File: config.mk
export PLATFORM = sky130hd
export DESIGN_NAME = serial_frame_receiver
export DESIGN_NICKNAME = d
export VERILOG_FILES = /design/src/rtl/serial_frame_receiver.sv
export SDC_FILE = /design/constraint.sdc
export NUM_CORES = 1
export LEC_CHECK = 0
export ABC_CLOCK_PERIOD_IN_PS = 3000
export BUFFER_PORTS_ARGS = -buffer_cell sky130_fd_sc_hd__buf_2
export CAP_MARGIN = 20
export CORE_ASPECT_RATIO = 2
export CORE_MARGIN = 3
export CORE_UTILIZATION = 44
export CTS_CLUSTER_SIZE = 10
export DETAILED_ROUTE_END_ITERATION = 6
export MAX_ROUTING_LAYER = met4
export SYNTH_ARGS = -nofsm -noshare
export SYNTH_HDL_FRONTEND = slang
export SYNTH_SLANG_ARGS = --single-unit
File: constraint.sdc
create_clock -name clk -period 3 [get_ports clk]
set_input_delay 0 -clock clk [delete_from_list [all_inputs] [get_ports clk]]
set_output_delay 0 -clock clk [all_outputs]
set_load 0.02 [all_outputs]
File: src/rtl/serial_frame_receiver.sv
// serial_frame_receiver: receive side of the serial line protocol.
// Frame on the line input: start 0, then {byte, even parity} LSB-first (parity bit
// first, then byte bit 0..7), then stop 1. Good bytes are held until the
// consumer acknowledges with Ok; bad or unaccepted frames pulse a flag.
module serial_frame_receiver #(
  parameter int CLKS_PER_BIT = 4
) (
  input  logic       clk,
  input  logic       rst_n,
  input  logic       line,
  input  logic       Ok,
  output logic       data_available,
  output logic [7:0] output_data,
  output logic       parity_err,
  output logic       frame_err,
  output logic       overrun,
  output logic       busy
);

  localparam int CW = (CLKS_PER_BIT > 1) ? $clog2(CLKS_PER_BIT) : 1;
  localparam logic [CW-1:0] CNT_ZERO = CW'(0);
  localparam logic [CW-1:0] CNT_ONE  = CW'(1);
  localparam logic [CW-1:0] CNT_LAST = CW'(CLKS_PER_BIT - 1);
  localparam logic [CW-1:0] CNT_HALF = CW'(CLKS_PER_BIT / 2 - 1);
  localparam logic [3:0]    BIT_LAST = 4'd8;

  typedef enum logic [2:0] {
    ST_IDLE      = 3'd0,
    ST_START     = 3'd1,
    ST_DATA      = 3'd2,
    ST_STOP      = 3'd3,
    ST_WAIT_HIGH = 3'd4
  } state_t;

  // Frame word layout: bit 0 is the parity bit, bits 8:1 the byte.
  function automatic logic parity_ok(input logic [8:0] frame_bits);
    return frame_bits[0] == (^frame_bits[8:1]);
  endfunction

  state_t        state_r, state_nxt_s;
  logic [1:0]    sync_r;
  logic          line_s;
  logic [CW-1:0] clk_cnt_r;
  logic [3:0]    bit_idx_r;
  logic [8:0]    shift_r;
  logic          cnt_tick_s;
  logic          load_s, parity_err_nxt_s, frame_err_nxt_s, overrun_nxt_s;

  assign line_s = sync_r[1];

  // Two-flop synchronizer; idles high so reset never looks like a start bit.
  always_ff @(posedge clk or negedge rst_n) begin
    if (!rst_n) begin
      sync_r <= 2'b11;
    end else begin
      sync_r <= {sync_r[0], line};
    end
  end

  // Sample point: mid start bit while in START, end of bit period otherwise.
  always_comb begin
    cnt_tick_s = 1'b0;
    if (state_r == ST_START) begin
      cnt_tick_s = (clk_cnt_r == CNT_HALF);
    end else begin
      cnt_tick_s = (clk_cnt_r == CNT_LAST);
    end
  end

  // FSM state register.
  always_ff @(posedge clk or negedge rst_n) begin
    if (!rst_n) begin
      state_r <= ST_IDLE;
    end else begin
      state_r <= state_nxt_s;
    end
  end

  // FSM next-state logic.
  always_comb begin
    state_nxt_s = state_r;
    case (state_r)
      ST_IDLE: begin
        if (!line_s) state_nxt_s = ST_START;
        else         state_nxt_s = ST_IDLE;
      end
      ST_START: begin
        if (cnt_tick_s) state_nxt_s = line_s ? ST_IDLE : ST_DATA;
        else            state_nxt_s = ST_START;
      end
      ST_DATA: begin
        if (cnt_tick_s && (bit_idx_r == BIT_LAST)) state_nxt_s = ST_STOP;
        else                                       state_nxt_s = ST_DATA;
      end
      ST_STOP: begin
        if (cnt_tick_s) state_nxt_s = line_s ? ST_IDLE : ST_WAIT_HIGH;
        else            state_nxt_s = ST_STOP;
      end
      ST_WAIT_HIGH: begin
        if (line_s) state_nxt_s = ST_IDLE;
        else        state_nxt_s = ST_WAIT_HIGH;
      end
      default: state_nxt_s = ST_IDLE;
    endcase
  end

  // FSM outputs: frame verdict at the stop-sample edge.
  always_comb begin
    load_s           = 1'b0;
    parity_err_nxt_s = 1'b0;
    frame_err_nxt_s  = 1'b0;
    overrun_nxt_s    = 1'b0;
    if ((state_r == ST_STOP) && cnt_tick_s) begin
      if (!line_s) begin
        frame_err_nxt_s = 1'b1;
      end else if (!parity_ok(shift_r)) begin
        parity_err_nxt_s = 1'b1;
      end else if (!data_available || Ok) begin
        load_s = 1'b1;
      end else begin
        overrun_nxt_s = 1'b1;
      end
    end else begin
      load_s = 1'b0;
    end
  end

  // Bit timing counters and data shift register.
  always_ff @(posedge clk or negedge rst_n) begin
    if (!rst_n) begin
      clk_cnt_r <= CNT_ZERO;
      bit_idx_r <= 4'd0;
      shift_r   <= 9'd0;
    end else begin
      case (state_r)
        ST_START, ST_STOP: begin
          clk_cnt_r <= cnt_tick_s ? CNT_ZERO : (clk_cnt_r + CNT_ONE);
          bit_idx_r <= 4'd0;
        end
        ST_DATA: begin
          if (cnt_tick_s) begin
            clk_cnt_r          <= CNT_ZERO;
            shift_r[bit_idx_r] <= line_s;
            bit_idx_r          <= (bit_idx_r == BIT_LAST) ? 4'd0 : (bit_idx_r + 4'd1);
          end else begin
            clk_cnt_r <= clk_cnt_r + CNT_ONE;
          end
        end
        default: begin
          clk_cnt_r <= CNT_ZERO;
          bit_idx_r <= 4'd0;
        end
      endcase
    end
  end

  // Holding register, handshake and registered status outputs.
  always_ff @(posedge clk or negedge rst_n) begin
    if (!rst_n) begin
      data_available <= 1'b0;
      output_data    <= 8'h00;
      parity_err     <= 1'b0;
      frame_err      <= 1'b0;
      overrun        <= 1'b0;
      busy           <= 1'b0;
    end else begin
      if (load_s) begin
        data_available <= 1'b1;
        output_data    <= shift_r[8:1];
      end else if (Ok) begin
        data_available <= 1'b0;
      end
      parity_err <= parity_err_nxt_s;
      frame_err  <= frame_err_nxt_s;
      overrun    <= overrun_nxt_s;
      busy       <= (state_nxt_s != ST_IDLE);
    end
  end

endmodule

==> out/results.ini <==
[detailed_routing]
viasPerCell=5.35
wl_um=3010
antenna_left=0
vias=1102
drc=0
first_pass_iters=4
drtIter0Drc=29
routedWlPerCell_um=14.6

[synthesis]
synth_nets=146
synth.area.top_cells=dfrtp_1, mux2_2, nand2_1, dfstp_2, ha_1
synth.distinct_cells=34
synth.top_cell.area_share_pct=49.1
syn_inst=138
yosys_warnings=0
synth_ff_type=dfrtp_1
syn_area_sq_mm=0.00158
ys_top_cells_by_count=dfrtp_1, mux2_2, nand2_1, o21ai_0, nor2_1
yosysMostFrequentCell=dfrtp_1
async_reset_ff_share_pct=100
synth-edff-count=0
ys_ff_latch=33
yosysTopAreaCell=dfrtp_1
ys_seq_area_share_pct=52.5
avgSynthCellArea_sq_um=11.4

[cells_and_area]
diodes=0
syn2layout_area_growth_pct=16.2
layout.nets=165
drive_above_1_share_pct=29.1
fin_util_pct=53.7

[floorplanning]
die-area_sq_mm=0.00439
coreArea_sq_mm=0.00342
io_pins=17
die-height_um=90.7
initial_core_util_pct=46.2
die_w_um=48.4
num_rows=30

[sta]
max_freq_mhz=495
max-slew-margin-rel_pct=52.0
hold_viol=0
final_max_slew_viol_count=0
post-route-period-util_pct=67.3
finalCriticalPeriod_ns=2.02
tns_ns=0
worst_pin_slew_ns=0.721
finalSetupViolations=0
grt_setup_unrepaired=no
fin_skew_ns=0.00409

[setup_path]
path_class=flip-flop to flip-flop
start_kind=flip-flop
path_max_fanout=14
cp.arrival_ns=2.19
required_ns=3.17
endpoint_kind=flip-flop

[pwr]
leakagePower_nw=0.868
ir_worst_vdd_v=0.000445
finalPower_mw=1.35
powerDensity_mw_per_mm2=735

[global_routing]
grt-ovfl-total=0
grt_max_degree=34
grt_pass1_vias=1118
grt_pass1_wl_um=5090
track_usage_pct=15.6
antenna_found_initial=0

[placed_design]
numPortBuffers=16
place_congestion=0.784
place_hpwl_um=2220

[clocking]
cts_made_buffers=5
htreeDepth=2
max-clock-path-buffers=2
clock_latency_ns=0.29
clkSinkCount=33
tritoncts=built
cts_root_buf=clkbuf_8
cts.clk_slew.worst_paths_ns=0.07

[worst_hold_path]
hp-class=primary input to async pin

[run]
drv_cap=0

[run_status]
status=finished clean

-- metrics by stage --
stage / cell area [sq um] / std cells / worst slack, ns / hold WS, ns
2_1_floorplan: 1580 / 138 / 1.18 / -0.296
3_3_place_gp: 1690 / 195 / 1.06 / 0.0868
3_5_place_dp: 1690 / 195 / 0.983 / 0.0979
4_1_cts: 1830 / 206 / 0.974 / 0.318
5_1_grt: 1830 / 206 / 0.817 / 0.361
6_report: 1830 / 206 / 0.982 / 0.300
-- layout by cell type (no fill, tap or decap), drive strengths merged, types with 2 or more instances in the layout --
| master | synthesis | final |
|---|---|---|
| a31oi | 2 | 2 |
| o21ai | 8 | 8 |
| ha | 4 | 4 |
| xnor3 | 2 | 2 |
| dfstp | 2 | 2 |
| inv | 4 | 4 |
| nand3 | 3 | 3 |
| a311oi | 2 | 2 |
| mux2 | 17 | 17 |
| nor4 | 2 | 2 |
| clkbuf | 4 | 5 |
| nor2b | 3 | 3 |
| and2 | 2 | 2 |
| dfrtp | 31 | 31 |
| dlygate4sd3 | 0 | 3 |
| xnor2 | 2 | 2 |
| nor3 | 3 | 3 |
| xor2 | 3 | 3 |
| nand2b | 2 | 2 |
| nor4b | 2 | 2 |
| nand2 | 16 | 16 |
| a21oi | 5 | 5 |
| buf | 3 | 16 |
| nor2 | 7 | 7 |
-- final timing paths --
path                            startpoint        endpoint  slack (ns)  cells past startpoint
worst min-delay path                 rst_n      shift_r[8]        0.30                      2
worst max-delay path            state_r[0]  output_data[7]        0.98                      4
min in group clk                      line       sync_r[0]        0.35                      2
worst min register to register   sync_r[0]       sync_r[1]        0.36                      0
max in group asynchronous            rst_n      parity_err        2.24                      2
worst max register to register  state_r[0]  output_data[7]        0.98                      4
-- kinds of logic (layout without fill, tap and decap cells) --
| group | Yosys count | after routing | share of synthesized area, % |
|---|---|---|---|
| muxes | 18 | 18 | 13.5 |
| xor gates and xnor gates | 7 | 7 | 5.86 |
| buffers and inverters | 11 | 31 | 2.85 |
| AOI/OAI and AO/OA | 21 | 21 | 8.16 |
| adders and majority gates | 4 | 4 | 3.17 |
| and+or+nand+nor | 44 | 44 | 13.9 |
| DFF | 33 | 33 | 52.5 |
-- power breakdown --
group / leakage (nW) / total (mW) / switching, mW / internal, mW
Combinational: 0.373 / 0.320 / 0.170 / 0.150
Sequential: 0.441 / 0.604 / 0.101 / 0.503
Clock: 0.0543 / 0.424 / 0.176 / 0.248
-- registers in the layout, summed over array words and instances (netlist names) --
signal / cells
sync_r: 2
state_r: 3
frame_err: 1
overrun: 1
shift_r: 9
busy: 1
clk_cnt_r: 2
output_data: 8
bit_idx_r: 4
parity_err: 1
data_available: 1
-- per-layer routing --
layer,up-vias,track usage [%],wire length [um]
met4,0,11.2,111
met3,12,3.64,87
met5,-,-,0
li1,520,-,-
met1,546,14.9,1170
met2,24,26.7,1640
-- timing repair --
action                                  CTS  global route
endpoints found under the setup margin    0             0
buffers inserted                          0             0
resized for setup                         0             0
hold buffers                              3             0
hold endpoints to repair                 33             0
-- final cells by class --
class,count,area (sq um)
fill,295,1580
sequential,33,828
multi-input combinational,94,706
timing repair buffer,19,110
clock buffer,5,68.8
tap,48,60.1
clock inverter,3,46.3
inverter,4,15.0
-- critical path, cell delays in order, from the launching register on --
cell and delay (ns):
dfrtp_1 0.57, nand3_1 0.20, nor4b_1 0.57, mux2i_4 0.23
mux2_2 0.32
Note: power is estimated with default switching activity, not from simulation.
